**src/rtl/pingpong_frame_writer_pkg.sv**
```systemverilog
// Shared definitions for the ping-pong frame writer: bank encodings and writer states.
package pingpong_frame_writer_pkg;

  localparam int NO_BANKS = 2;

  // One-hot bank codes; must match the bankRAM rd_bank_select decode.
  localparam logic [1:0] BANK0 = 2'b01;
  localparam logic [1:0] BANK1 = 2'b10;

  typedef enum logic {
    FILL  = 1'b0,
    STALL = 1'b1
  } wr_state_t;

  function automatic logic [1:0] bank_onehot(input logic bank);
    return bank ? BANK1 : BANK0;
  endfunction

endpackage

```
**src/rtl/pingpong_frame_writer_frame_addr_counter.sv**
```systemverilog
// Sample address counter for one bank: counts 0..frame_len-1 on enable, pulses wrap on the last slot.
module pingpong_frame_writer_frame_addr_counter #(
  parameter int address_width = 12,
  parameter int frame_len     = 4096
) (
  input  logic                     clk,
  input  logic                     rst,
  input  logic                     en,
  output logic [address_width-1:0] count,
  output logic                     wrap
);

  localparam logic [address_width-1:0] LAST = address_width'(frame_len - 1);

  assign wrap = en && (count == LAST);

  always_ff @(posedge clk or posedge rst) begin
    if (rst) begin
      count <= '0;
    end else if (en) begin
      count <= wrap ? '0 : count + 1'b1;
    end
  end

endmodule

```
**src/rtl/pingpong_frame_writer.sv**
```systemverilog
// Two-bank write controller: packs a valid-qualified stream into frames, hands full banks
// to the consumer oldest-first, and drops/counts samples while both banks are full.
module pingpong_frame_writer
  import pingpong_frame_writer_pkg::*;
#(
  parameter int word_width    = 4,
  parameter int address_width = 12,
  parameter int frame_len     = 4096
) (
  input  logic                     clk,
  input  logic                     rst,
  input  logic                     in_valid,
  input  logic [word_width-1:0]    in_data,
  output logic [1:0]               wr_bank_select,
  output logic [1:0]               wr_en,
  output logic [address_width-1:0] wr_address,
  output logic [word_width-1:0]    wr_data,
  output logic [1:0]               rd_bank_select,
  output logic                     frame_avail,
  input  logic                     frame_done,
  output logic                     overflow,
  output logic [15:0]              drop_count
);

  wr_state_t               state, state_n;
  logic                    wb, wb_n;
  logic                    rb, rb_n;
  logic [NO_BANKS-1:0]     full, full_n;
  logic                    accept, drop, release_frame;
  logic [address_width-1:0] addr;
  logic                    addr_wrap;

  assign accept        = (state == FILL) && in_valid;
  assign drop          = (state == STALL) && in_valid;
  assign release_frame = frame_done && full[rb];

  pingpong_frame_writer_frame_addr_counter #(
    .address_width(address_width),
    .frame_len    (frame_len)
  ) u_addr_counter (
    .clk  (clk),
    .rst  (rst),
    .en   (accept),
    .count(addr),
    .wrap (addr_wrap)
  );

  // Release and completion are applied together, so a frame finishing while the
  // other bank is handed back swaps banks without stalling.
  always_comb begin
    full_n = full;
    if (release_frame) full_n[rb] = 1'b0;
    if (addr_wrap)     full_n[wb] = 1'b1;

    state_n = state;
    wb_n    = wb;
    case (state)
      FILL: begin
        if (addr_wrap) begin
          if (!full_n[~wb]) wb_n = ~wb;
          else              state_n = STALL;
        end
      end
      STALL: begin
        if (!full_n[~wb]) begin
          wb_n    = ~wb;
          state_n = FILL;
        end
      end
      default: state_n = FILL;
    endcase

    // Keep presenting the older bank; move only once it is no longer full.
    rb_n = rb;
    if (!full_n[rb] && full_n[~rb]) rb_n = ~rb;
  end

  always_ff @(posedge clk or posedge rst) begin
    if (rst) begin
      state          <= FILL;
      wb             <= 1'b0;
      rb             <= 1'b0;
      full           <= '0;
      wr_bank_select <= '0;
      wr_en          <= '0;
      wr_address     <= '0;
      wr_data        <= '0;
      rd_bank_select <= '0;
      frame_avail    <= 1'b0;
      overflow       <= 1'b0;
      drop_count     <= '0;
    end else begin
      state <= state_n;
      wb    <= wb_n;
      rb    <= rb_n;
      full  <= full_n;

      wr_en <= accept ? bank_onehot(wb) : 2'b00;
      if (accept) begin
        wr_bank_select <= bank_onehot(wb);
        wr_address     <= addr;
        wr_data        <= in_data;
      end else begin
        wr_bank_select <= (state_n == FILL) ? bank_onehot(wb_n) : 2'b00;
      end

      rd_bank_select <= full_n[rb_n] ? bank_onehot(rb_n) : 2'b00;
      frame_avail    <= full_n[rb_n];

      if (drop) begin
        overflow <= 1'b1;
        if (drop_count != 16'hFFFF) drop_count <= drop_count + 16'd1;
      end
    end
  end

endmodule

```
**config.mk**
```make
export PLATFORM = sky130hd
export DESIGN_NAME = pingpong_frame_writer
export DESIGN_NICKNAME = d
export VERILOG_FILES = /design/src/rtl/pingpong_frame_writer_pkg.sv /design/src/rtl/pingpong_frame_writer_frame_addr_counter.sv /design/src/rtl/pingpong_frame_writer.sv
export SDC_FILE = /design/constraint.sdc
export NUM_CORES = 1
export LEC_CHECK = 0
export BUFFER_PORTS_ARGS = -buffer_cell sky130_fd_sc_hd__clkbuf_2
export CAP_MARGIN = 10
export CORE_MARGIN = 5
export CORE_UTILIZATION = 54
export CTS_CLUSTER_SIZE = 30
export DETAILED_ROUTE_END_ITERATION = 12
export GPL_TIMING_DRIVEN = 1
export HOLD_SLACK_MARGIN = 0.02
export PLACE_DENSITY = 0.74
export REMOVE_ABC_BUFFERS = 1
export SETUP_SLACK_MARGIN = 0.02
export SLEW_MARGIN = 15
export SYNTH_ARGS = -nofsm -noshare
export SYNTH_HDL_FRONTEND = slang
export SYNTH_SLANG_ARGS = --single-unit
```
**constraint.sdc**
```tcl
create_clock -name clk -period 1.84 [get_ports clk]
set_input_delay 0.092 -clock clk [delete_from_list [all_inputs] [get_ports clk]]
set_output_delay 0.092 -clock clk [all_outputs]
set_load 0.005 [all_outputs]
```
======== Word-level counts from Yosys, hierarchy flattened ========
Index checks and enable logic that the tools add are counted.
W data, S select, Z words.
storage, ports and cells
  latch bits .............................. 0
  register bits after elaboration ......... 57
  memory bits (read-only) ................. 0
  logic and storage cells ................. 70
  memory bits (writable) .................. 0
  memories kept ........................... 0
operators by class
  add/subtract/negate cells ............... 2
  reduce and logical (&&, ||, !) cells .... 9
  shifts and indexed selects .............. 0
  equal/unequal tests ..................... 2
  $mul .................................... 0
  bitwise logic cells ..................... 6
  muxes and demuxes ....................... 31
  magnitude comparators ................... 7
  divide/modulo/power cells ............... 0
operators with widths
  operator                 number
  $mux W2                  9
  $mux W1                  17
  $add A16 B1 Y16 const B  1
  $ne A16 B16 Y1 const B   1
  $add A12 B1 Y12 const B  1
  $eq A12 B12 Y1 const B   1
  $mux W12                 1
  $lt A1 B2 Y1 const B     5
  $logic_and A1 B1 Y1      7
  $pmux W1 S2              2
  $not A1 Y1               3
  $and A2 B2 Y2            1
  $demux W1 S1             2
  $ge A1 B1 Y1 const B     2
  $not A2 Y2               1
  $or A2 B2 Y2             1
  $reduce_and A2 Y1        1
  $logic_not A1 Y1         1

======== Depth between registers and ports, before layout ========
  word-level depth ........................ 17
  depth in mapped cells ................... 5

======== Hierarchy ========
A second synthesis with hierarchy kept.
second synthesis, totals
  cells, all modules ...................... 206
  area, all modules ....................... 2498.6 um^2
by module, submodules not included
  module                                    cells each  sequential area each (um^2)  instances  area each (um^2)
  pingpong_frame_writer                     149         1126.1                       1          1896.8
  pingpong_frame_writer_frame_addr_counter  57          300.3                        1          601.8

======== Worst setup path before layout ========
Ideal clock, no wire load.
  path type ............................... reg2reg
  start ................................... register u_addr_counter.count[0]
  end ..................................... register rb
  path slack .............................. 0.262 ns
  required time ........................... 1.714 ns
  library setup time ...................... 0.126 ns
  data arrival time ....................... 1.452 ns
  buffers on the path ..................... 0
  clock period less this slack ............ 1.578 ns
  stages on the path, launching flop included .. 6
  cells stage by stage .................... dfrtp_1 ha_1 nand4_1 nor4_4 a31oi_2 maj3_2
on the way
  cells in the longest elaborated chain, start to end .. 8
  elaborated cells on any way between the ends .. 10
  classes of those cells .................. eq/ne (1); mux (6); reduce/logical (3)
ends and longest elaborated chain
  element                                     line                                            RTL
  start, declared                             pingpong_frame_writer_frame_addr_counter.sv:9   output logic [address_width-1:0] count,
  start signal, assigned                      pingpong_frame_writer_frame_addr_counter.sv:21  count <= wrap ? '0 : count + 1'b1;
  $eq A12 B12 Y1 (*)                          pingpong_frame_writer_frame_addr_counter.sv:15  assign wrap = en && (count == LAST);
  $logic_and A1 B1 Y1 (*)                     pingpong_frame_writer_frame_addr_counter.sv:15
  $mux W2 (*)                                 pingpong_frame_writer.sv:53                     if (addr_wrap) full_n[wb] = 1'b1;
  $mux W1 (not written as such) (2 in a row)  pingpong_frame_writer.sv:75                     if (!full_n[rb] && full_n[~rb]) rb_n = ~rb;
  $logic_not A1 Y1                            pingpong_frame_writer.sv:75
  $logic_and A1 B1 Y1 (*)                     pingpong_frame_writer.sv:75
  $mux W1 (*)                                 pingpong_frame_writer.sv:75
  named net rb_n                              pingpong_frame_writer.sv:27                     logic rb, rb_n;
  end signal, assigned                        pingpong_frame_writer.sv:95                     rb <= rb_n;
  end, declared                               pingpong_frame_writer.sv:27
The timed path passes the listed nets; every way through them passes the cells marked *. The select of a mux whose other input is x is not followed.
A chain may end at the register's enable or synchronous reset.

======== Worst setup path in the final report ========
  start ................................... register u_addr_counter.count[1]
  end ..................................... register u_addr_counter.count[0]
on the way
  cells in the longest elaborated chain, start to end .. 3
ends and longest elaborated chain
  element              line
  $eq A12 B12 Y1       pingpong_frame_writer_frame_addr_counter.sv:15
  $logic_and A1 B1 Y1  pingpong_frame_writer_frame_addr_counter.sv:15
  $mux W12             pingpong_frame_writer_frame_addr_counter.sv:21
No other way between the ends.

==> results.sh <==
export IMPL_placed_area_mm2=0.00283
export IMPL_p_comb_share_pct=13.0
export IMPL_slew_violations=0
export IMPL_core_mm2=0.00441
export IMPL_worstSetupPathType="reg2reg"
export IMPL_via_per_inst=5.17
export IMPL_ios=48
export IMPL_status="finished, final reports clean"
export IMPL_worstHoldEndpoint="state"
export IMPL_synthDistinctLibCells=43
export IMPL_cts_sinks=57
export IMPL_crit_start="u_addr_counter.count[1]"
export IMPL_pwr_share_seq_pct=51.3
export IMPL_rr_endpoint="u_addr_counter.count[0]"
export IMPL_drive_gt1_share_pct=30.6
export IMPL_hold_path_class="in2reg"
export IMPL_synth_most_common_cell="nand2_1"
export IMPL_cp_end_kind="flop"
export IMPL_powerDensity_mw_per_mm2=914
export IMPL_cp_max_fo=4
export IMPL_cts_root_buf="clkbuf_8"
export IMPL_worstSkewPairLatency_ns=0.32
export IMPL_min_period_ns=1.80
export IMPL_cts_buffers=9
export IMPL_hpwl_um=3440
export IMPL_critPathMaxStageDelay_ns=0.45
export IMPL_wire_per_inst_um=14.3
export IMPL_synth_edf_count=0
export IMPL_synth_warnings=0
export IMPL_netlist_area_mm2=0.00250
export IMPL_cp_top_family="simple AND/OR/NAND/NOR gates"
export IMPL_antenna_left=0
export IMPL_reg2regPathDepth=7
export IMPL_wl_um=5260
export IMPL_gr_total_overflow=0
export IMPL_p_sw_uw=774
export IMPL_initialDrtViolationCount=120
export IMPL_drc=0
export IMPL_ys_seq_area_share_pct=57.1
export IMPL_design_area_mm2=0.00319
export IMPL_synth_main_ff_cell="dfrtp_1"
export IMPL_synthArstFlopShare_pct=100
export IMPL_cp_required_ns=2.06
export IMPL_worstHoldStart="in_valid"
export IMPL_critPathLaunchType="flop"
export IMPL_fin_nets=323
export IMPL_r2r_start="u_addr_counter.count[1]"
export IMPL_ir_drop_mv=0.545
export IMPL_cts_htree_levels=3
export IMPL_cts_buffer_depth=2
export IMPL_antenna_found_initial=0
export IMPL_cap_viol_max_count=0
export IMPL_r2r_slack_ns=0.04
export IMPL_internal_power_uw=2140
export IMPL_crit_chain="ha_4 -> nand4_1 -> nor4_4 -> buf_4 -> buf_4 -> nor3_1 -> a21o_1"
export IMPL_fp_row_count=24
export IMPL_dieWidth_um=78.0
export IMPL_cts_tree="yes"
export IMPL_synth_top_area_share_pct=57.1
export IMPL_grt_util_all_layers_pct=19.1
export IMPL_dr_pass1_iters=4
export IMPL_setup_ws_ns=0.0356
export IMPL_synth_seq_cells=57
export IMPL_finalHoldViolations=0
export IMPL_diodes=0
export IMPL_crit_slowest_cell="nor4_4"
export IMPL_routabilityCongestion=0.871
export IMPL_clk_pin_slew_ns=0.06
export IMPL_syn_to_final_growth_pct=27.7
export IMPL_setup_violations=0
export IMPL_timing_critical_path_buf_inv=2
export IMPL_start_util_pct=56.6
export IMPL_first_global_vias=1937
export IMPL_clock_power_share_pct=35.7
export IMPL_yosysTopAreaCell="dfrtp_1"
export IMPL_synth_avg_cell_area_um2=10.5
export IMPL_grt_setup_unrepaired="yes"
export IMPL_fmax_mhz=554
export IMPL_slew_headroom_pct=48.6
export IMPL_synth_cells=239
export IMPL_io_buffers=47
export IMPL_fin_worst_skew_ns=0.00838
export IMPL_vias=1906
export IMPL_switching_share_pct=26.5
export IMPL_worst_pin_slew_ns=0.764
export IMPL_holdPathStages=4
export IMPL_die_area_mm2=0.00609
export IMPL_leakage_uw=0.00162
export IMPL_grt_pass1_wl_um=9270
export IMPL_dpl_worst_slack_ns=0.0694
export IMPL_synthTopCellsByCount="nand2_1, dfrtp_1, xnor2_1"
export IMPL_die_h_um=78.0
export IMPL_grt_max_degree=58
export IMPL_synth_area_top_cells="dfrtp_1, nand2_1, xnor2_1, nand4_1, xor2_1"
export IMPL_cp_arrival_ns=2.03
export IMPL_cpMostUsedCell="buf_4"
export IMPL_fin_crit_sh_pct=98.1
-- final cells by class --
cell class / count / area, µm²
fillers: 318 / 1220
well taps: 52 / 65.1
clock inverters: 3 / 15.0
flip-flops and latches: 57 / 1430
multi-input cells: 167 / 1060
clock buffers: 12 / 165
repair buffers: 70 / 433
inverters: 8 / 30.0
-- worst min-delay path, stage by stage --
cell	delay [ns]
clkbuf_2	0.12
nand4_1	0.10
o41a_1	0.19
nor2_1	0.07
-- cells in the final DEF, fill, tap and decap left out, types with 2 or more instances in the layout --
| cell type | n |
|---|---|
| inv_1 | 7 |
| nor3_1 | 7 |
| a21boi_0 | 2 |
| nor4_1 | 2 |
| o21ai_0 | 7 |
| nand3_1 | 7 |
| clkbuf_2 | 47 |
| nor2_1 | 12 |
| a21oi_1 | 4 |
| clkbuf_8 | 12 |
| nand4_1 | 12 |
| dlygate4sd3_1 | 5 |
| xnor2_1 | 17 |
| nand3b_1 | 2 |
| nand2b_1 | 2 |
| buf_4 | 17 |
| dfrtp_1 | 57 |
| xor2_1 | 6 |
| nand2_1 | 58 |
| nor4_4 | 2 |
| clkinv_2 | 3 |
| or3_1 | 2 |
-- power groups by stage --
stage	Clock, µW	Sequential (µW)	Combinational (µW)
floorplan	0	1500	181
global placement	0	1500	312
detailed placement	0	1510	317
CTS	1060	1490	328
global route	1130	1510	438
finish	1040	1500	378
-- worst max-delay path by stage --
stage                                          to  cells past startpoint
after floorplan                                rb                      3
after global placement                         rb                      5
after detailed placement                       rb                      5
after CTS                                      rb                      5
after global routing      u_addr_counter.count[0]                      7
final                     u_addr_counter.count[0]                      7
-- stage by stage --
stage	util (%)	TNS, ns	hold WS [ns]	power [µW]	cells
2_1_floorplan	-	0	0.197	1680	232
3_3_place_gp	64.1	0	0.155	1820	337
3_5_place_dp	64.1	0	0.155	1830	337
4_1_cts	69.3	0	0.252	2880	357
5_1_grt	72.3	-0.0873	0.312	3080	369
6_report	72.3	0	0.297	2910	369
-- sequential cells by signal (all words and copies together) (netlist names) --
signal	cells
frame_avail	1
u_addr_counter.count	12
wr_en	2
rd_bank_select	2
overflow	1
wb	1
wr_address	12
wr_data	4
wr_bank_select	2
drop_count	16
state	1
rb	1
full	2
-- kinds of logic (layout without fill, tap and decap cells) --
family | Yosys count | in the layout | share of synthesized area, %
flops | 57 | 57 | 57.1
buf+inv | 15 | 93 | 2.30
simple gates | 119 | 119 | 24.9
fa+ha+maj | 3 | 3 | 1.45
mux | 2 | 2 | 0.851
compound gates | 20 | 20 | 5.36
xor+xnor | 23 | 23 | 8.06
-- repair_timing --
action | CTS | global route
hold buffers | 5 | 0
setup endpoints to repair | 0 | 2
gates resized for setup | 0 | 7
buffers inserted | 0 | 12
hold endpoints to repair | 61 | 0
-- per-layer routing --
metal  share of wire (%)  vias up  GRT usage [%]
met5                   0        -              0
met4                 1.1        0           7.60
met3                 5.2        7           4.92
met2                  46       42           28.9
met1                  47      898           26.6
li1                    -      959              -
No activity file was read; power rests on OpenSTA's default activity.
